File: config.mk
export PLATFORM = sky130hd
export DESIGN_NAME = maze_solver_flat
export DESIGN_NICKNAME = d
export VERILOG_FILES = /design/src/rtl/maze_solver_if.sv /design/src/rtl/maze_solver.sv /design/src/flat_wrapper.sv
export SDC_FILE = /design/constraint.sdc
export NUM_CORES = 1
export LEC_CHECK = 0
export ABC_CLOCK_PERIOD_IN_PS = 6400
export BUFFER_PORTS_ARGS = -buffer_cell sky130_fd_sc_hd__buf_2
export CAP_MARGIN = 40
export CORE_ASPECT_RATIO = 0.8
export CORE_MARGIN = 4
export CORE_UTILIZATION = 57
export CTS_CLUSTER_DIAMETER = 100
export CTS_CLUSTER_SIZE = 12
export DETAILED_ROUTE_END_ITERATION = 12
export PLACE_DENSITY_LB_ADDON = 0.2
export SYNTH_ARGS = -nofsm -noshare
export SYNTH_HDL_FRONTEND = slang
export SYNTH_SLANG_ARGS = --single-unit
File: constraint.sdc
create_clock -name clk -period 6.4 [get_ports clk]
set_input_delay 0.96 -clock clk [delete_from_list [all_inputs] [get_ports clk]]
set_output_delay 0.96 -clock clk [all_outputs]
set_load 0.02 [all_outputs]
File: src/rtl/maze_solver_if.sv
// Memory-side bus of the maze solver: address, write data, three one-cycle
// strobes and the read data returned by the 16x16 single-bit maze memory.
interface maze_solver_if;
    logic [7:0] mem_loc;
    logic       mem_din;
    logic       mem_en;
    logic       mem_rd;
    logic       mem_wr;
    logic       mem_dout;

    // Solver drives the request side and consumes read data.
    modport master (
        output mem_loc, mem_din, mem_en, mem_rd, mem_wr,
        input  mem_dout
    );

    // Maze memory answers requests.
    modport slave (
        input  mem_loc, mem_din, mem_en, mem_rd, mem_wr,
        output mem_dout
    );
endinterface

File: src/rtl/maze_solver.sv
// Depth-first maze solver: walks from (0,0) toward (GOAL_X,GOAL_Y) over a
// 16x16 single-bit maze memory, marking visited cells with 1 and keeping the
// path as a stack of 2-bit directions. Every output is registered; strobes
// are decoded from the next state so each is high for exactly its state.
module maze_solver #(
    parameter logic [3:0] GOAL_X = 4'd15,
    parameter logic [3:0] GOAL_Y = 4'd15
) (
    input  logic                 clk,
    input  logic                 rst_n,
    input  logic                 start,
    maze_solver_if.master        mem,
    output logic                 busy,
    output logic                 done,
    output logic                 fail,
    output logic [8:0]           path_len,
    output logic                 move_valid,
    output logic [1:0]           move_dir,
    output logic                 move_back
);

    typedef enum logic [3:0] {
        IDLE, LOAD, LD_WAIT, S_RD, S_WAIT, MARK, CHECK,
        RD_REQ, RD_WAIT, PUSH, POP, DONE, FAIL
    } state_t;

    state_t      state, state_nx;
    logic [3:0]  pos_x, pos_y, pos_x_nx, pos_y_nx;
    logic [2:0]  dir, dir_nx;          // bit 2 set means all four directions tried
    logic [8:0]  sp, sp_nx;
    logic [1:0]  stack [256];
    logic        push_en;
    logic [7:0]  sp_top;
    logic [1:0]  top_dir;

    logic [3:0]  nb_x, nb_y;
    logic        nb_oob;

    logic [7:0]  loc_nx;
    logic        en_nx, rd_nx, wr_nx, busy_nx, done_nx, fail_nx;
    logic        mv_nx, mback_nx;
    logic [1:0]  mdir_nx;

    assign mem.mem_din = 1'b1;        // the only value ever written is the visited mark
    assign path_len    = sp;
    assign sp_top      = sp[7:0] - 8'd1;
    assign top_dir     = stack[sp_top];

    // Neighbour of the current cell in direction dir, with edge detection.
    always_comb begin
        nb_x   = pos_x;
        nb_y   = pos_y;
        nb_oob = 1'b0;
        case (dir[1:0])
            2'd0: begin nb_x = pos_x + 4'd1; nb_oob = (pos_x == 4'd15); end
            2'd1: begin nb_y = pos_y + 4'd1; nb_oob = (pos_y == 4'd15); end
            2'd2: begin nb_x = pos_x - 4'd1; nb_oob = (pos_x == 4'd0);  end
            2'd3: begin nb_y = pos_y - 4'd1; nb_oob = (pos_y == 4'd0);  end
        endcase
    end

    // Next state, datapath updates and the registered-output values for the next cycle.
    always_comb begin
        // NOTE: every signal gets a default first so no path through the case infers a latch.
        state_nx = state;
        pos_x_nx = pos_x;
        pos_y_nx = pos_y;
        dir_nx   = dir;
        sp_nx    = sp;
        push_en  = 1'b0;
        done_nx  = done;
        fail_nx  = fail;
        loc_nx   = mem.mem_loc;
        en_nx    = 1'b0;
        rd_nx    = 1'b0;
        wr_nx    = 1'b0;
        mv_nx    = 1'b0;
        mdir_nx  = move_dir;
        mback_nx = move_back;

        case (state)
            IDLE, DONE, FAIL: begin
                if (start) begin
                    state_nx = LOAD;
                    done_nx  = 1'b0;
                    fail_nx  = 1'b0;
                    sp_nx    = 9'd0;
                    pos_x_nx = 4'd0;
                    pos_y_nx = 4'd0;
                end
            end
            LOAD:    state_nx = LD_WAIT;
            LD_WAIT: state_nx = S_RD;
            S_RD:    state_nx = S_WAIT;
            S_WAIT: begin
                if (mem.mem_dout) begin
                    fail_nx  = 1'b1;
                    state_nx = FAIL;
                end else if (pos_x == GOAL_X && pos_y == GOAL_Y) begin
                    done_nx  = 1'b1;
                    state_nx = DONE;
                end else begin
                    state_nx = MARK;
                end
            end
            MARK: begin
                dir_nx   = 3'd0;
                state_nx = CHECK;
            end
            CHECK: begin
                if (dir[2])      state_nx = POP;
                else if (nb_oob) dir_nx   = dir + 3'd1;
                else             state_nx = RD_REQ;
            end
            RD_REQ: state_nx = RD_WAIT;
            RD_WAIT: begin
                if (mem.mem_dout) begin
                    dir_nx   = dir + 3'd1;
                    state_nx = CHECK;
                end else begin
                    state_nx = PUSH;
                end
            end
            PUSH: begin
                push_en  = 1'b1;
                sp_nx    = sp + 9'd1;
                pos_x_nx = nb_x;
                pos_y_nx = nb_y;
                if (nb_x == GOAL_X && nb_y == GOAL_Y) begin
                    done_nx  = 1'b1;
                    state_nx = DONE;
                end else begin
                    state_nx = MARK;
                end
            end
            POP: begin
                if (sp == 9'd0) begin
                    fail_nx  = 1'b1;
                    state_nx = FAIL;
                end else begin
                    sp_nx = sp - 9'd1;
                    case (top_dir)
                        2'd0: pos_x_nx = pos_x - 4'd1;
                        2'd1: pos_y_nx = pos_y - 4'd1;
                        2'd2: pos_x_nx = pos_x + 4'd1;
                        2'd3: pos_y_nx = pos_y + 4'd1;
                    endcase
                    dir_nx   = {1'b0, top_dir} + 3'd1;
                    state_nx = CHECK;
                end
            end
            default: state_nx = IDLE;
        endcase

        // Outputs that belong to the state being entered.
        case (state_nx)
            LOAD:   en_nx = 1'b1;
            S_RD:   begin rd_nx = 1'b1; loc_nx = 8'h00; end
            MARK:   begin wr_nx = 1'b1; loc_nx = {pos_x_nx, pos_y_nx}; end
            // Entered only from CHECK, where pos and dir are unchanged.
            RD_REQ: begin rd_nx = 1'b1; loc_nx = {nb_x, nb_y}; end
            // Entered only from RD_WAIT, where dir is unchanged.
            PUSH:   begin mv_nx = 1'b1; mdir_nx = dir[1:0]; mback_nx = 1'b0; end
            // Entered only from CHECK, so sp still addresses the top entry.
            POP: begin
                if (sp != 9'd0) begin
                    mv_nx    = 1'b1;
                    mdir_nx  = top_dir ^ 2'd2;
                    mback_nx = 1'b1;
                end
            end
            default: ;
        endcase
        busy_nx = !(state_nx == IDLE || state_nx == DONE || state_nx == FAIL);
    end

    // State, position, stack pointer and all registered outputs.
    always_ff @(posedge clk or negedge rst_n) begin
        if (!rst_n) begin
            state       <= IDLE;
            pos_x       <= 4'd0;
            pos_y       <= 4'd0;
            dir         <= 3'd0;
            sp          <= 9'd0;
            mem.mem_loc <= 8'h00;
            mem.mem_en  <= 1'b0;
            mem.mem_rd  <= 1'b0;
            mem.mem_wr  <= 1'b0;
            busy        <= 1'b0;
            done        <= 1'b0;
            fail        <= 1'b0;
            move_valid  <= 1'b0;
            move_dir    <= 2'd0;
            move_back   <= 1'b0;
        end else begin
            // NOTE: non-blocking assignments so every register samples pre-edge values.
            state       <= state_nx;
            pos_x       <= pos_x_nx;
            pos_y       <= pos_y_nx;
            dir         <= dir_nx;
            sp          <= sp_nx;
            mem.mem_loc <= loc_nx;
            mem.mem_en  <= en_nx;
            mem.mem_rd  <= rd_nx;
            mem.mem_wr  <= wr_nx;
            busy        <= busy_nx;
            done        <= done_nx;
            fail        <= fail_nx;
            move_valid  <= mv_nx;
            move_dir    <= mdir_nx;
            move_back   <= mback_nx;
        end
    end

    // Direction stack write on each forward step.
    always_ff @(posedge clk) begin
        // NOTE: the stack is not reset; entries above sp are never read.
        if (push_en) stack[sp[7:0]] <= dir[1:0];
    end

endmodule

File: src/flat_wrapper.sv
// flat-port wrapper written by rule: the top's interface ports become plain ports
module maze_solver_flat 
#(
    parameter logic [3:0] GOAL_X = 4'd15,
    parameter logic [3:0] GOAL_Y = 4'd15
)
  (clk, rst_n, start, busy, done, fail, path_len, move_valid, move_dir, move_back, mem_mem_loc, mem_mem_din, mem_mem_en, mem_mem_rd, mem_mem_wr, mem_mem_dout);
  maze_solver_if mem_i ();
  input  logic clk;
  input  logic rst_n;
  input  logic start;
  output logic busy;
  output logic done;
  output logic fail;
  output logic [8:0] path_len;
  output logic move_valid;
  output logic [1:0] move_dir;
  output logic move_back;
  output wire logic [$bits(mem_i.mem_loc)-1:0] mem_mem_loc;
  output wire logic [$bits(mem_i.mem_din)-1:0] mem_mem_din;
  output wire logic [$bits(mem_i.mem_en)-1:0] mem_mem_en;
  output wire logic [$bits(mem_i.mem_rd)-1:0] mem_mem_rd;
  output wire logic [$bits(mem_i.mem_wr)-1:0] mem_mem_wr;
  input wire logic [$bits(mem_i.mem_dout)-1:0] mem_mem_dout;
  assign mem_mem_loc = mem_i.mem_loc;
  assign mem_mem_din = mem_i.mem_din;
  assign mem_mem_en = mem_i.mem_en;
  assign mem_mem_rd = mem_i.mem_rd;
  assign mem_mem_wr = mem_i.mem_wr;
  assign mem_i.mem_dout = mem_mem_dout;
  maze_solver #(.GOAL_X(GOAL_X), .GOAL_Y(GOAL_Y)) u_core (.clk(clk), .rst_n(rst_n), .start(start), .mem(mem_i), .busy(busy), .done(done), .fail(fail), .path_len(path_len), .move_valid(move_valid), .move_dir(move_dir), .move_back(move_back));
endmodule
==> results.py <==
metrics = {
    "power_and_ir_drop": {
        "p_seq_frac": 0.412,
        "p_switching_mw": 3.62,
        "vdd.ir_drop.worst_mv": 0.327,
        "switching_share": 0.332,
        "p_int_mw": 7.27,
        "power_leakage_nw": 8.48,
        "p_clk_frac": 0.255,
        "combPwrFrac": 0.333,
        "power_density_nw_per_um2": 403,
    },
    "global_route": {
        "track_usage": 0.262,
        "antenna_found_initial": 3,
        "use_met1": 0.393,
        "grt_pass1_wl_mm": 91.8,
        "grt-ovfl-total": 0,
        "grt_busiest_layer": "met1",
        "grtUsageMet3": 0.0751,
        "grtUsageMet2": 0.391,
        "grt_max_degree": 257,
        "grt_pass1_vias": 14500,
    },
    "clock_tree": {
        "clock_sinks": 554,
        "cts_resized": 0,
        "htree_num_levels": 2,
        "cts_setup_buffers": 0,
        "cts_made_buffers": 52,
        "cts_buffer_depth": 3,
        "hold_buffers": 0,
        "cts-root-buf": "clkbuf_16",
        "cts_tree": "built",
        "path_clk_slew_ns": 0.08,
        "clk_latency_ns": 0.60,
    },
    "floorplanning": {
        "die_x_um": 241,
        "ioPinCount": 32,
        "coreArea_um2": 42300,
        "start_util": 0.583,
        "die-area_um2": 46700,
        "rows": 67,
        "die_h_um": 194,
    },
    "finish": {
        "post-route-util": 0.638,
        "num-nets-final": 1650,
        "areaGrowthSynthToFinish_pct": 9.42,
        "fin_cells": 2192,
        "drive_gt1_frac": 0.190,
        "antenna_cells": 0,
    },
    "timing": {
        "min_period_ns": 5.67,
        "fmax_mhz": 176,
        "worst_pin_slew_ns": 1.16,
        "finalWorstSetupSlack_ns": 0.730,
        "clock_skew_ns": 0.0303,
        "finalCritPeriodShare": 0.886,
        "whs_ns": 0.220,
        "setup_viol": 0,
        "relSlewSlack": 0.230,
        "rsz0062_at_grt": "no",
        "drv_slew": 0,
        "finalSetupTns_ns": 0,
        "finalHoldViolCount": 0,
    },
    "yosys": {
        "yosysMostFrequentCell": "edfxtp_1",
        "yosys-top-cells-area": "edfxtp_1, mux4_2, nor2_1",
        "async_flop_share": 0.0758,
        "yosysSeqAreaShare": 0.666,
        "synthFlopType": "edfxtp_1",
        "yosys.area.top_type": "edfxtp_1",
        "yosys-top-cells-count": "edfxtp_1, nor2_1, mux4_2",
        "ys_types": 90,
        "synth_nets": 1635,
        "synth_cells": 1605,
        "synth.avg_cell_area_um2": 15.4,
        "synth_edf_count": 512,
        "yosysWarnings": 0,
        "yosysTopAreaCellShare": 0.623,
        "synth_seq_cells": 554,
        "netlist_area_um2": 24700,
    },
    "worst_setup_path": {
        "cp.arrival_ns": 6.12,
        "end_kind": "register",
        "crit_path_start": "u_core.path_len[0]$_DFFE_PN0P_",
        "crit_path_start_kind": "register",
        "crit_fanout": 14,
        "crit_required_ns": 6.85,
        "crit_type": "reg -> reg",
        "rr_startpoint": "u_core.path_len[0]$_DFFE_PN0P_",
    },
    "run_status": {
        "status": "finished, final reports clean",
    },
    "detailed_routing": {
        "drtIter0Drc": 1864,
        "num_vias": 14400,
        "vias_per_cell": 6.58,
        "drcViolationCount": 0,
        "wl_per_cell_um": 27.6,
        "firstDrtPassIters": 8,
        "drt_wl_total_mm": 60.5,
        "drtAntennaViolNets": 0,
    },
    "hold_path": {
        "hold_path_class": "in -> async",
    },
    "placement": {
        "dp_slack_ns": 0.928,
        "io_buffers": 30,
        "globalplace.congestion": 0.887,
        "dp.cells": 2118,
        "dp_hpwl_mm": 38.5,
    },
    "run": {
        "max-cap-violations": 0,
    },
}
power by group through the flow:
stage,registers (mW),clock network (mW),logic [mW]
6_report,4.48,2.78,3.63
5_1_grt,4.50,2.96,3.88
4_1_cts,4.48,2.82,3.59
3_5_place_dp,4.55,0,3.57
3_3_place_gp,4.55,0,3.48
2_1_floorplan,4.71,0,2.39
registers in the layout, summed over array words and instances, names as in the netlist:
| register | cells |
|---|---|
| u_core.move_dir | 2 |
| u_core.pos_x | 4 |
| u_core.move_valid | 1 |
| u_core.busy | 1 |
| u_core.mem.mem_loc | 8 |
| u_core.mem.mem_en | 1 |
| u_core.mem.mem_wr | 1 |
| u_core.done | 1 |
| u_core.path_len | 9 |
| u_core.mem.mem_rd | 1 |
| u_core.dir | 3 |
| u_core.move_back | 1 |
| u_core.state | 4 |
| u_core.pos_y | 4 |
| u_core.fail | 1 |
| u_core.stack | 512 |
critical path, stage by stage, from the launching register on:
cell      delay (ns)
dfrtp_4         0.52
inv_1           0.20
ha_4            0.30
or3b_1          0.59
xnor2_1         0.68
mux4_2          0.64
o221ai_1        0.35
a21oi_1         0.20
a22oi_4         0.40
inv_1           0.16
ha_1            0.31
nor4b_1         0.17
a21oi_1         0.14
nor2_1          0.06
a221oi_1        0.28
o32ai_1         0.13
a21o_1          0.20
nor2_1          0.09
o22ai_1         0.10
path summary, 6_finish.rpt:
path | endpoint | slack (ns) | depth (start not counted)
max | u_core.mem.mem_loc[3]$_DFFE_PN0P_ | 0.73 | 18
min | u_core.path_len[0]$_DFFE_PN0P_ | 0.22 | 1
max reg2reg | u_core.mem.mem_loc[3]$_DFFE_PN0P_ | 0.73 | 18
min reg2reg | u_core.move_dir[1]$_DFFE_PN0P_ | 0.48 | 2
max in group asynchronous | u_core.dir[0]$_DFFE_PN0P_ | 5.67 | 2
min in group clk | u_core.move_dir[1]$_DFFE_PN0P_ | 0.48 | 2
logic make-up after synthesis:
logic type | share of synthesized area
adders and majority gates | 0.0135
and+or+nand+nor | 0.0927
DFF | 0.666
xor gates and xnor gates | 0.00710
AOI/OAI and AO/OA | 0.0531
muxes | 0.142
other | 0.000152
buffers and inverters | 0.0261
metal layers:
layer	routed length, um	part of all wire
met1	25000	0.41
met2	27600	0.46
met3	6570	0.11
met4	1280	0.021
met5	0	0
layout make-up:
class | instances | area, um^2
inverter | 31 | 116
tap | 552 | 691
clock inverter | 2 | 31.3
multi-input combinational | 907 | 7630
fill | 2986 | 15300
timing repair buffer | 74 | 693
clock buffer | 72 | 1400
sequential | 554 | 16400
stage by stage:
step                area [um^2]  power, mW
CTS                       27000       10.9
finish                    27000       10.9
global route              27000       11.3
detailed placement        25600       8.12
global placement          25300       8.03
floorplan                 24700       7.10
cell usage in the layout (no fill, tap or decap), types with 5 or more instances in the layout:
cell and instances:
a211oi_1 17, a21o_1 6, a21oi_1 30, a221o_1 7, a221oi_1 7, a31oi_1 8
and3_1 17, buf_12 6, buf_16 5, buf_2 30, buf_4 28, buf_8 5
clkbuf_1 19, clkbuf_16 53, dfrtp_1 39, edfxtp_1 512, ha_1 24, inv_1 29
mux2i_1 11, mux4_2 146, nand2_1 81, nand2b_1 14, nand3_1 30, nand4_1 5
nor2_1 312, nor2b_1 9, nor3_1 5, nor3b_1 7, nor4_1 5, o21ai_0 33
o22ai_1 7, or2_2 5, or3_1 9, xnor2_1 9, xor2_1 9
Power figures use the tool's default switching activity.
